$ cat src/rtl/misr_pkg.sv
// Shared types and constants for the MISR signature analyser.
// Holds the controller state encoding and common feedback polynomials.
package misr_pkg;

  typedef enum logic [1:0] {
    IDLE = 2'd0,
    RUN  = 2'd1,
    DONE = 2'd2
  } misr_state_e;

  localparam logic [3:0]  POLY4  = 4'h3;
  localparam logic [7:0]  POLY8  = 8'h1D;
  localparam logic [15:0] POLY16 = 16'h1021;
  localparam logic [31:0] POLY32 = 32'h04C11DB7;

endpackage

$ cat src/rtl/misr_core.sv
// Signature register with internal-XOR, left-shift MISR update.
// Load takes priority over compaction.
module misr_core
  import misr_pkg::*;
#(
  parameter int               WIDTH = 16,
  parameter logic [WIDTH-1:0] POLY  = POLY16
) (
  input  logic             clk,
  input  logic             n_rst,
  input  logic             load,
  input  logic [WIDTH-1:0] seed,
  input  logic             en,
  input  logic [WIDTH-1:0] in_data,
  output logic [WIDTH-1:0] sig
);

  logic [WIDTH-1:0] sig_q;
  logic [WIDTH-1:0] sig_d;
  logic [WIDTH-1:0] fb;

  always_comb begin
    fb    = sig_q[WIDTH-1] ? POLY : '0;
    sig_d = sig_q;
    if (load) begin
      sig_d = seed;
    end else if (en) begin
      sig_d = {sig_q[WIDTH-2:0], 1'b0} ^ fb ^ in_data;
    end
  end

  always_ff @(posedge clk or negedge n_rst) begin
    if (!n_rst) begin
      sig_q <= '0;
    end else begin
      sig_q <= sig_d;
    end
  end

  assign sig = sig_q;

endmodule

$ cat src/rtl/misr_sig_analyzer.sv
// BIST response analyser: windowed MISR compaction with
// seed load, stall, abort and golden-signature compare.
module misr_sig_analyzer
  import misr_pkg::*;
#(
  parameter int               WIDTH = 16,
  parameter logic [WIDTH-1:0] POLY  = POLY16,
  parameter int               CNT_W = 16
) (
  input  logic             clk,
  input  logic             n_rst,
  input  logic             start,
  input  logic             abort,
  input  logic [CNT_W-1:0] win_len,
  input  logic [WIDTH-1:0] seed,
  input  logic [WIDTH-1:0] golden,
  input  logic             in_valid,
  input  logic [WIDTH-1:0] in_data,
  output logic [WIDTH-1:0] sig,
  output logic             busy,
  output logic             done,
  output logic             pass
);

  localparam logic [CNT_W-1:0] CNT_ONE = {{(CNT_W-1){1'b0}}, 1'b1};

  misr_state_e      state_q;
  misr_state_e      state_d;
  logic [CNT_W-1:0] cnt_q;
  logic [CNT_W-1:0] cnt_d;
  logic             pass_q;
  logic             pass_d;
  logic             load;
  logic             en;
  logic [WIDTH-1:0] sig_cur;
  logic [WIDTH-1:0] sig_nxt;
  logic [WIDTH-1:0] fb;

  misr_core #(
    .WIDTH (WIDTH),
    .POLY  (POLY)
  ) u_core (
    .clk     (clk),
    .n_rst   (n_rst),
    .load    (load),
    .seed    (seed),
    .en      (en),
    .in_data (in_data),
    .sig     (sig_cur)
  );

  // Look-ahead of the core update so the final compare sees the
  // signature that the last valid word produces.
  always_comb begin
    fb      = sig_cur[WIDTH-1] ? POLY : '0;
    sig_nxt = {sig_cur[WIDTH-2:0], 1'b0} ^ fb ^ in_data;
  end

  always_comb begin
    state_d = state_q;
    cnt_d   = cnt_q;
    pass_d  = pass_q;
    load    = 1'b0;
    en      = 1'b0;
    unique case (state_q)
      IDLE: begin
        if (start) begin
          load   = 1'b1;
          cnt_d  = win_len;
          pass_d = 1'b0;
          if (win_len == '0) begin
            state_d = DONE;
            pass_d  = (seed == golden);
          end else begin
            state_d = RUN;
          end
        end
      end
      RUN: begin
        if (abort) begin
          state_d = IDLE;
          pass_d  = 1'b0;
        end else if (in_valid) begin
          en    = 1'b1;
          cnt_d = cnt_q - CNT_ONE;
          if (cnt_q == CNT_ONE) begin
            state_d = DONE;
            pass_d  = (sig_nxt == golden);
          end
        end
      end
      DONE: begin
        state_d = IDLE;
      end
      default: begin
        state_d = IDLE;
      end
    endcase
  end

  always_ff @(posedge clk or negedge n_rst) begin
    if (!n_rst) begin
      state_q <= IDLE;
      cnt_q   <= '0;
      pass_q  <= 1'b0;
    end else begin
      state_q <= state_d;
      cnt_q   <= cnt_d;
      pass_q  <= pass_d;
    end
  end

  assign sig  = sig_cur;
  assign busy = (state_q == RUN);
  assign done = (state_q == DONE);
  assign pass = pass_q;

endmodule
$ cat config.mk
export PLATFORM = sky130hd
export DESIGN_NAME = misr_sig_analyzer
export DESIGN_NICKNAME = d
export VERILOG_FILES = /design/src/rtl/misr_pkg.sv /design/src/rtl/misr_core.sv /design/src/rtl/misr_sig_analyzer.sv
export SDC_FILE = /design/constraint.sdc
export NUM_CORES = 1
export LEC_CHECK = 0
export CAP_MARGIN = 20
export CORE_MARGIN = 2
export CORE_UTILIZATION = 41
export DETAILED_ROUTE_END_ITERATION = 10
export PLACE_DENSITY = 0.77
export SLEW_MARGIN = 20
export SYNTH_ARGS = -nofsm -noshare
export SYNTH_HDL_FRONTEND = slang
export SYNTH_SLANG_ARGS = --single-unit
$ cat constraint.sdc
create_clock -name clk -period 1.52 [get_ports clk]
set_input_delay 0.38 -clock clk [delete_from_list [all_inputs] [get_ports clk]]
set_output_delay 0.38 -clock clk [all_outputs]
set_load 0.005 [all_outputs]
==> flow_summary.toml <==
[run_status]
outcome = "finished with violations"
violations = "setup timing"

[detailed_routing]
drt-total-wl_mm = 10.4
routed_via_density = 5.82
firstDrtPassIters = 5
drc = 0
ant_nets = 0
wl_per_cell_um = 19.2
routed-via-count = 3160
drt_iter0_markers = 236

[floorplanning]
die_y_um = 82.3
start_util = 0.425
core-area_mm2 = 0.00592
die_x_um = 82.3
dieArea_mm2 = 0.00678
io_pins = 88
num_rows = 28

[pwr]
ir_drop_mv = 0.659
power_w = 0.00580
netSwitchingPower_w = 0.00215
pwr-share-comb = 0.586
cell_internal_pwr_w = 0.00365
p_seq_frac = 0.259
clockPowerShare = 0.155
cellPowerDensity_mw_per_mm2 = 1190
netSwitchingFraction = 0.371
p_leak_nw = 2.12

[layout]
final_core_util = 0.820
ff_latch_area_um2 = 878
nets = 538
n_fill_cell = 337
post_route_cells_drive_above_1_share = 0.449
multiInputGateArea_mm2 = 0.00192
area_growth_pct = 93.1
layout_commonest_cell = "buf_4"
final_cell_mix = "buf_4 (104), dlygate4sd2_1 (34), dfrtp_1 (33)"
antennaDiodeCount = 0

[logic_synthesis]
ys_async_sr_fraction = 1.00
ys.flop_type = "dfrtp_1"
synth_warnings = 0
syn_nets = 335
yosysTopAreaCell = "dfrtp_1"
synth_edf_count = 0
netlist_instances = 264
synth_seq_area_share = 0.348
ys_ff_latch = 35
netlist.area_leader.share = 0.348
synth.area.top_cells = "dfrtp_1 (35%), xnor2_1 (10%), xnor3_1 (6.3%)"
syn_area_mm2 = 0.00251
post_synth.cell_area_avg_um2 = 9.53
ys_types = 46

[clock_tree]
clock-sinks = 35
cts-root-buf = "clkbuf_8"
cts-htree-levels = 2
cts_buffers = 5
clock_latency_ns = 0.30
max-clock-path-buffers = 2
tritoncts = "done"
path_clk_slew_ns = 0.08

[critical_path]
start_kind = "input port"
critPathRequiredTime_ns = 1.73
cp-end-kind = "register"
worst-setup-path-type = "in2reg"
worstPathArrival_ns = 1.96
path_max_fanout = 2

[place]
gp_congestion = 0.814
place_ws_ns = -0.661
portBuffers = 87
dpl.hpwl_mm = 6.29

[sta]
fin_skew_ns = 0.00704
maxClockFrequency_mhz = 571
fin_crit_ns = 1.75
whs_ns = 0.446
worstMarginPinSlew_ns = 0.377
finalSetupViolCount = 34
setup_ws_ns = -0.230
final_max_slew_viol_count = 0
min_period_over_period = 1.15
hold_viol = 0
rsz0062_at_grt = "true"
slew_headroom = 0.747

[global_route]
overflow = 0
antenna_found_initial = 0
grt_usage = 0.303
grt_max_degree = 36
grt_pass1_vias = 3092
grt_pass1_wl_mm = 15.1

[run]
maxCapViolCount = 0

[hold_path]
min_path_type = "in2async"
[final timing paths]
check / startpoint / end / slack (ns) / depth (start not counted)
max: seed[14] / pass$_DFFE_PN0P_ / -0.23 / 6
min: n_rst / cnt_q[6]$_DFFE_PN0P_ / 0.45 / 2
max reg2reg: state_q[1]$_DFFE_PN0P_ / u_core.sig[2]$_DFFE_PN0P_ / -0.22 / 5
min reg2reg: cnt_q[15]$_DFFE_PN0P_ / cnt_q[15]$_DFFE_PN0P_ / 0.55 / 1
max in group asynchronous: n_rst / state_q[0]$_DFFE_PN0P_ / 0.85 / 2
min in group clk: win_len[4] / cnt_q[4]$_DFFE_PN0P_ / 0.46 / 3
[worst max-delay path, cell delays in order]
cell and delay (ns):
clkdlybuf4s15_1 0.21, xor2_1 0.18, nor4_2 0.33, nand4_1 0.12, or4_1 0.54, a31oi_1 0.20
[cell type report]
| cell class | count | share of cell area |
|---|---|---|
| multi-input combinational | 213 | 0.396 |
| clock buffer | 6 | 0.0170 |
| sequential | 35 | 0.181 |
| timing repair buffer | 209 | 0.377 |
| tap | 75 | 0.0193 |
| inverter | 3 | 0.00335 |
| clock inverter | 2 | 0.00721 |
[kinds of logic after synthesis]
family          after synthesis  share of synthesized area
xor+xnor                     48                      0.205
compound gates               70                      0.192
fa+ha+maj                     2                    0.00995
flops                        35                      0.348
buf+inv                      16                     0.0353
simple gates                 93                      0.209
[per-layer routing]
| layer | GRT usage | up-vias | routed length, um |
|---|---|---|---|
| li1 | - | 1386 | - |
| met1 | 0.347 | 1524 | 3850 |
| met2 | 0.544 | 203 | 5270 |
| met3 | 0.0500 | 47 | 800 |
| met4 | 0.148 | 0 | 500 |
| met5 | 0 | - | 0 |
[flip-flops by register name (all words and copies together), names as in the netlist]
signal and count:
u_core.sig 16, state_q 2, cnt_q 16, pass 1
[timing repair]
action                     CTS  global route
pin swaps                   30            21
hold buffers                 0             0
cloned                       1             1
gates resized for setup    175            43
setup endpoints to repair   53            38
setup buffers               27            11
[cells in the mapped netlist (all sizes together) (2+ instances only)]
| master | number |
|---|---|
| dfrtp | 35 |
| nand3 | 4 |
| nand2 | 16 |
| a22oi | 6 |
| clkbuf | 5 |
| or4 | 3 |
| a221o | 14 |
| o22a | 2 |
| nor3b | 2 |
| buf | 8 |
| o21ai | 20 |
| xnor3 | 7 |
| xor2 | 12 |
| nor2 | 28 |
| nor3 | 8 |
| nor4 | 15 |
| nor2b | 2 |
| a21oi | 15 |
| a31oi | 2 |
| o22ai | 2 |
| ha | 2 |
| o2bb2ai | 3 |
| inv | 3 |
| nand4 | 6 |
| xnor2 | 29 |
| and4 | 2 |
| nand2b | 2 |
[power groups by stage]
stage / Sequential (W) / Combinational [W] / Clock, W
final: 0.00150 / 0.00340 / 0.000902
after detailed placement: 0.00152 / 0.00248 / 0
after CTS: 0.00147 / 0.00291 / 0.000889
after global placement: 0.00152 / 0.00242 / 0
after global routing: 0.00153 / 0.00359 / 0.000933
after floorplan: 0.00156 / 0.00111 / 0
[per-stage QoR]
| stage | setup TNS (ns) | cell area, um2 | instances |
|---|---|---|---|
| after floorplan | -1.56 | 2540 | 264 |
| after global placement | -16.49 | 4080 | 496 |
| after detailed placement | -17.00 | 4080 | 496 |
| after CTS | -3.13 | 4610 | 532 |
| after global routing | -7.09 | 4860 | 543 |
| final | -5.44 | 4860 | 543 |
Power figures use the tool's default switching activity.
